**config.mk**
```make
export PLATFORM = sky130hd
export DESIGN_NAME = stream_histogram
export DESIGN_NICKNAME = d
export VERILOG_FILES = /design/src/rtl/stream_histogram.sv
export SDC_FILE = /design/constraint.sdc
export NUM_CORES = 2
export LEC_CHECK = 0
export ABC_AREA = 1
export CAP_MARGIN = 15
export CORE_MARGIN = 8
export CORE_UTILIZATION = 30
export DETAILED_ROUTE_END_ITERATION = 7
export GPL_ROUTABILITY_DRIVEN = 0
export HOLD_SLACK_MARGIN = 0.03
export PLACE_DENSITY = 0.44
export SYNTH_ARGS = -nofsm -noshare
export SYNTH_HDL_FRONTEND = slang
export SYNTH_SLANG_ARGS = --single-unit
export TNS_END_PERCENT = 5
```
**constraint.sdc**
```tcl
create_clock -name clk -period 8.3 [get_ports clk]
set_input_delay 0.83 -clock clk [delete_from_list [all_inputs] [get_ports clk]]
set_output_delay 0.83 -clock clk [all_outputs]
set_load 0.005 [all_outputs]
```
**src/rtl/stream_histogram.sv**
```systemverilog
// Multi-channel stream histogram: clears one bin RAM per channel, accumulates a frame of
// beats with a forwarded read-modify-write, then serves bins through a registered read port.
module stream_histogram #(
  parameter int DATA_W      = 8,
  parameter int CH          = 1,
  parameter int TOTAL_PIXEL = 256,
  parameter int CNT_W       = $clog2(TOTAL_PIXEL + 1),
  parameter int RD_CH_W     = (CH > 1) ? $clog2(CH) : 1
) (
  input  logic                   clk,
  input  logic                   rst,
  input  logic                   start,
  input  logic                   abort,
  input  logic [CH*DATA_W-1:0]   s_axis_tdata,
  input  logic                   s_axis_tvalid,
  output logic                   s_axis_tready,
  input  logic                   s_axis_tlast,
  input  logic                   rd_en,
  input  logic [RD_CH_W-1:0]     rd_ch,
  input  logic [DATA_W-1:0]      rd_bin,
  output logic                   rd_valid,
  output logic [CNT_W-1:0]       rd_data,
  output logic [1:0]             status,
  output logic [1:0]             err_code,
  output logic                   done
);

  localparam int BINS = 1 << DATA_W;

  localparam logic [1:0] ST_IDLE  = 2'd0;
  localparam logic [1:0] ST_BUSY  = 2'd1;
  localparam logic [1:0] ST_DONE  = 2'd2;
  localparam logic [1:0] ST_ERROR = 2'd3;

  localparam logic [1:0] ERR_NONE  = 2'd0;
  localparam logic [1:0] ERR_EARLY = 2'd1;
  localparam logic [1:0] ERR_MISS  = 2'd2;

  typedef enum logic [2:0] {
    S_IDLE,
    S_CLEAR,
    S_ACC,
    S_DRAIN,
    S_DONE,
    S_ERROR
  } state_t;

  state_t              state;
  logic [DATA_W-1:0]   clr_addr;
  logic [CNT_W-1:0]    pix_cnt;
  logic                s1_v;
  logic                drain_cnt;
  logic [1:0]          pend_err;
  logic [RD_CH_W-1:0]  rd_ch_q;
  logic [CH*CNT_W-1:0] q_flat;

  // A beat transfers on a rising edge where s_axis_tvalid && s_axis_tready; tready is
  // registered and only high during the accumulate phase.
  logic accept;
  logic last_beat;
  logic clr_we;
  logic rd_sel;

  assign accept    = s_axis_tvalid && s_axis_tready;
  assign last_beat = (pix_cnt == CNT_W'(TOTAL_PIXEL - 1));
  assign clr_we    = (state == S_CLEAR);
  assign rd_sel    = (state == S_DONE) || (state == S_ERROR);

  always_ff @(posedge clk or posedge rst) begin
    if (rst) begin
      state         <= S_IDLE;
      status        <= ST_IDLE;
      s_axis_tready <= 1'b0;
      done          <= 1'b0;
      err_code      <= ERR_NONE;
      clr_addr      <= '0;
      pix_cnt       <= '0;
      s1_v          <= 1'b0;
      drain_cnt     <= 1'b0;
      pend_err      <= ERR_NONE;
      rd_valid      <= 1'b0;
      rd_ch_q       <= '0;
    end else begin
      done     <= 1'b0;
      rd_valid <= 1'b0;
      s1_v     <= 1'b0;
      if (abort) begin
        state         <= S_IDLE;
        status        <= ST_IDLE;
        s_axis_tready <= 1'b0;
      end else begin
        case (state)
          S_IDLE, S_DONE, S_ERROR: begin
            if (state != S_IDLE) begin
              rd_valid <= rd_en;
              rd_ch_q  <= rd_ch;
            end
            if (start) begin
              state    <= S_CLEAR;
              status   <= ST_BUSY;
              err_code <= ERR_NONE;
              clr_addr <= '0;
              pix_cnt  <= '0;
            end
          end
          S_CLEAR: begin
            clr_addr <= clr_addr + DATA_W'(1);
            if (clr_addr == '1) begin
              state         <= S_ACC;
              s_axis_tready <= 1'b1;
            end
          end
          S_ACC: begin
            if (accept) begin
              s1_v    <= 1'b1;
              pix_cnt <= pix_cnt + CNT_W'(1);
              if (last_beat || s_axis_tlast) begin
                s_axis_tready <= 1'b0;
                state         <= S_DRAIN;
                drain_cnt     <= 1'b0;
                if (!last_beat)        pend_err <= ERR_EARLY;
                else if (!s_axis_tlast) pend_err <= ERR_MISS;
                else                   pend_err <= ERR_NONE;
              end
            end
          end
          S_DRAIN: begin
            drain_cnt <= 1'b1;
            if (drain_cnt) begin
              state    <= (pend_err == ERR_NONE) ? S_DONE : S_ERROR;
              status   <= (pend_err == ERR_NONE) ? ST_DONE : ST_ERROR;
              err_code <= pend_err;
              done     <= 1'b1;
            end
          end
          default: begin
            state  <= S_IDLE;
            status <= ST_IDLE;
          end
        endcase
      end
    end
  end

  for (genvar c = 0; c < CH; c++) begin : g_ch
    logic [CNT_W-1:0]  mem [BINS];
    logic [CNT_W-1:0]  mem_q;
    logic [CNT_W-1:0]  fwd_val;
    logic [CNT_W-1:0]  w_new;
    logic [DATA_W-1:0] pix;
    logic [DATA_W-1:0] s1_pix;
    logic              fwd_hit;

    assign pix   = s_axis_tdata[c*DATA_W +: DATA_W];
    // The RAM read for a beat misses only the write of the beat just before it.
    assign w_new = (fwd_hit ? fwd_val : mem_q) + CNT_W'(1);
    assign q_flat[c*CNT_W +: CNT_W] = mem_q;

    always_ff @(posedge clk) begin
      if (clr_we)    mem[clr_addr] <= '0;
      else if (s1_v) mem[s1_pix]   <= w_new;
      mem_q <= mem[rd_sel ? rd_bin : pix];
    end

    always_ff @(posedge clk or posedge rst) begin
      if (rst) begin
        s1_pix  <= '0;
        fwd_hit <= 1'b0;
        fwd_val <= '0;
      end else if (accept) begin
        s1_pix  <= pix;
        fwd_hit <= s1_v && (s1_pix == pix);
        fwd_val <= w_new;
      end
    end
  end

  always_comb begin
    rd_data = '0;
    for (int c = 0; c < CH; c++) begin
      if (rd_valid && (rd_ch_q == RD_CH_W'(c))) rd_data = q_flat[c*CNT_W +: CNT_W];
    end
  end

endmodule

```
==> results_dict.tcl <==
set metrics [dict create \
    cp-end-kind "register" \
    fillers 34500 \
    synth_nets 10100 \
    overflow 0 \
    setup_viol 0 \
    p_total_mw 28.6 \
    p_int_mw 20.6 \
    final_cells 14700 \
    busiest_layer "met2" \
    portBuffers 39 \
    final_util 0.341 \
    synth-seq-area-share 0.684 \
    grt_pass1_wl_um 467000 \
    r2r-end "g_ch[0].mem[52][8]" \
    cts_hold_buf 0 \
    grtUsageTotal 0.171 \
    synth_edf_count 2304 \
    drt-total-wl_um 319000 \
    worstRegToRegCells 13 \
    grt_use_met2 0.282 \
    cts_max_path_buffers 4 \
    crit_type "reg2reg" \
    slew_headroom 0.193 \
    drt-vias-per-instance 4.67 \
    ys_warn_count 0 \
    avgRoutedWirePerCell_um 21.7 \
    grt_max_degree 167 \
    status "completed" \
    r2r_slack_ns 3.43 \
    start_kind "register" \
    die_h_um 603 \
    r2r_start "state[2]" \
    cts.repair.resized 0 \
    arrival_ns 5.33 \
    seq_power_share 0.461 \
    grt_pass1_vias 67400 \
    drc 0 \
    critPathSlowestCell "o21ai_0" \
    post-dp-hpwl_um 179000 \
    tightest_slew_ns 1.21 \
    final.min_clock_period_ns 4.87 \
    postRouteAntennaNets 0 \
    pwr-share-comb 0.141 \
    yosys.area.top_type "edfxtp_1" \
    dieArea_mm2 0.363 \
    p_clk_frac 0.398 \
    yosys-top-cells-area "edfxtp_1, nand2_1, nand3_1, inv_1, buf_2" \
    dr.pass1.iters 8 \
    avgSynthCellArea_um2 10.3 \
    vdd_ir_drop_max_mv 0.163 \
    final_nets 9977 \
    cts_root_buf "clkbuf_16" \
    drtIter0Drc 5732 \
    cts_sinks 2363 \
    antenna_found_initial 19 \
    sw_frac_of_total 0.278 \
    drv_cap 0 \
    path_cells "nor2_2, inv_2, nor2_2, inv_2, nand2_4, o21ai_0, inv_2, nor2_1, inv_1, nor2_1, nand2_2, buf_4, nor2_1" \
    area_growth_pct 13.1 \
    numCtsBuffers 272 \
    hold_slack_ns 0.217 \
    clkLatencyLatePin_ns 0.86 \
    layout-drive-gt1-share 0.0540 \
    yosys_register_bits 2363 \
    powerDensity_mw_per_mm2 245 \
    p_switching_mw 7.95 \
    hold_class "in2async" \
    worst-endpoint-required_ns 8.76 \
    syn_area_mm2 0.103 \
    final_max_slew_viol_count 0 \
    io_pins 40 \
    core_region_area_mm2 0.343 \
    use_met1 0.236 \
    cp_max_fo 25 \
    rsz0062_at_grt "false" \
    dp_cells 14200 \
    met3_usage 0.0232 \
    clk_pin_slew_ns 0.06 \
    rows 215 \
    cts_tree "built" \
    period_share 0.587 \
    synthDominantCellAreaShare 0.670 \
    ys_types 40 \
    max_stage_delay_ns 0.88 \
    syn_inst 10100 \
    fin_setup_tns_ns 0 \
    async_flop_share 0.0212 \
    htree_num_levels 5 \
    synth_top_flop_cell "edfxtp_1" \
    fmax_ghz 0.205 \
    start_util 0.301 \
    fp.dieW_um 603 \
    vias 68700 \
    post_cts_buffers 0 \
    p_leak_nw 49.0 \
    hold_viol 0 \
    fin_worst_skew_ns 0.0374 \
]
[stage by stage]
stage	worst slack, ns	instance area (um2)
after global placement	3.22	108000
final	3.43	117000
after detailed placement	3.21	108000
after CTS	3.58	117000
after floorplan	-0.569	103000
after global routing	3.45	117000
[cell usage in the layout, fill, tap and decap left out, types with 39 or more instances in the layout]
master           netlist  final
clkbuf_16              0    288
clkdlybuf4s50_1        0     39
buf_4                 15     84
edfxtp_1            2304   2304
o211ai_1              72     72
inv_1               1772   1771
nand2_1             2761   2745
clkbuf_1              88     66
clkinv_1               4     55
o21ai_0              132    130
dfrtp_1               50     50
nand3_1             1981   1980
nor2_1               326    317
buf_12                 0     44
[layout make-up]
class	instances	area (um2)	area share
clock inverter	113	743	0.00637
timing repair buffer	170	1940	0.0166
inverter	1784	6710	0.0575
clock buffer	357	7500	0.0642
sequential	2363	70600	0.605
tap	4557	5700	0.0488
multi-input combinational	5358	23500	0.202
antenna	5	12.5	0.000107
[cells by family after synthesis]
family / Yosys count / synth area share
xor gates and xnor gates: 13 / 0.00110
muxes: 1 / 0.000109
DFF: 2363 / 0.684
buffers and inverters: 2329 / 0.0903
and+or+nand+nor: 5104 / 0.211
AOI/OAI and AO/OA: 236 / 0.0135
adders and majority gates: 4 / 0.000485
[state kept, by name (all words and copies together), names as in the netlist]
register	cells
g_ch.mem	2304
g_ch.fwd_val	9
g_ch.mem_q	9
pix_cnt	9
clr_addr	8
g_ch.s1_pix	8
state	3
err_code	2
pend_err	2
status	2
done	1
drain_cnt	1
g_ch.fwd_hit	1
rd_ch_q	1
rd_valid	1
s1_v	1
s_axis_tready	1
[critical path, delay by kind of cell, from the launching register on]
family          cells  cell delay (ns)
compound gates      1             0.88
simple gates        7             2.28
buf+inv             5             0.74
flops               1             0.54
[power by group through the flow]
stage          clock, mW  sequential [mW]  combinational (mW)
2_1_floorplan          0             13.4                2.45
3_3_place_gp           0             13.4                4.06
3_5_place_dp           0             13.4                4.05
4_1_cts             11.7             13.2                4.06
5_1_grt             12.1             13.2                4.38
6_report            11.4             13.2                4.03
[metal layers]
metal | share of wire | vias up
met1 | 0.45 | 33700
met5 | 0.000041 | -
li1 | - | 32700
met3 | 0.054 | 467
met2 | 0.47 | 1842
met4 | 0.030 | 2
[cells in the mapped netlist, types with 2 or more instances]
cell,n
ha_1,4
nor3_1,11
buf_4,15
nand2_2,5
nand2_4,2
edfxtp_1,2304
inv_1,1772
buf_1,33
xor2_1,5
or2_2,4
dfxtp_1,9
nor2_2,6
inv_2,8
o21ai_2,4
nand2_1,2761
o21ai_0,132
o21ai_1,8
o21a_1,2
nand3_2,2
nand4_1,2
o31ai_1,2
clkbuf_1,88
nand3_1,1981
a21oi_1,12
buf_2,407
o211ai_1,72
clkinv_1,4
dfrtp_1,50
buf_6,2
xnor2_1,8
nor2_1,326
[worst max-delay path by stage]
stage,from,to,slack (ns),depth (start not counted)
after floorplan,g_ch[0].fwd_hit,g_ch[0].mem[0][7],-0.57,10
after global placement,s_axis_tdata[0],g_ch[0].mem_q[7],3.22,16
after detailed placement,s_axis_tdata[0],g_ch[0].mem_q[7],3.21,16
after CTS,state[2],g_ch[0].mem[252][1],3.58,9
after global routing,state[2],g_ch[0].mem[52][8],3.45,14
final,state[2],g_ch[0].mem[52][8],3.43,13
No activity file was read; power rests on OpenSTA's default activity.
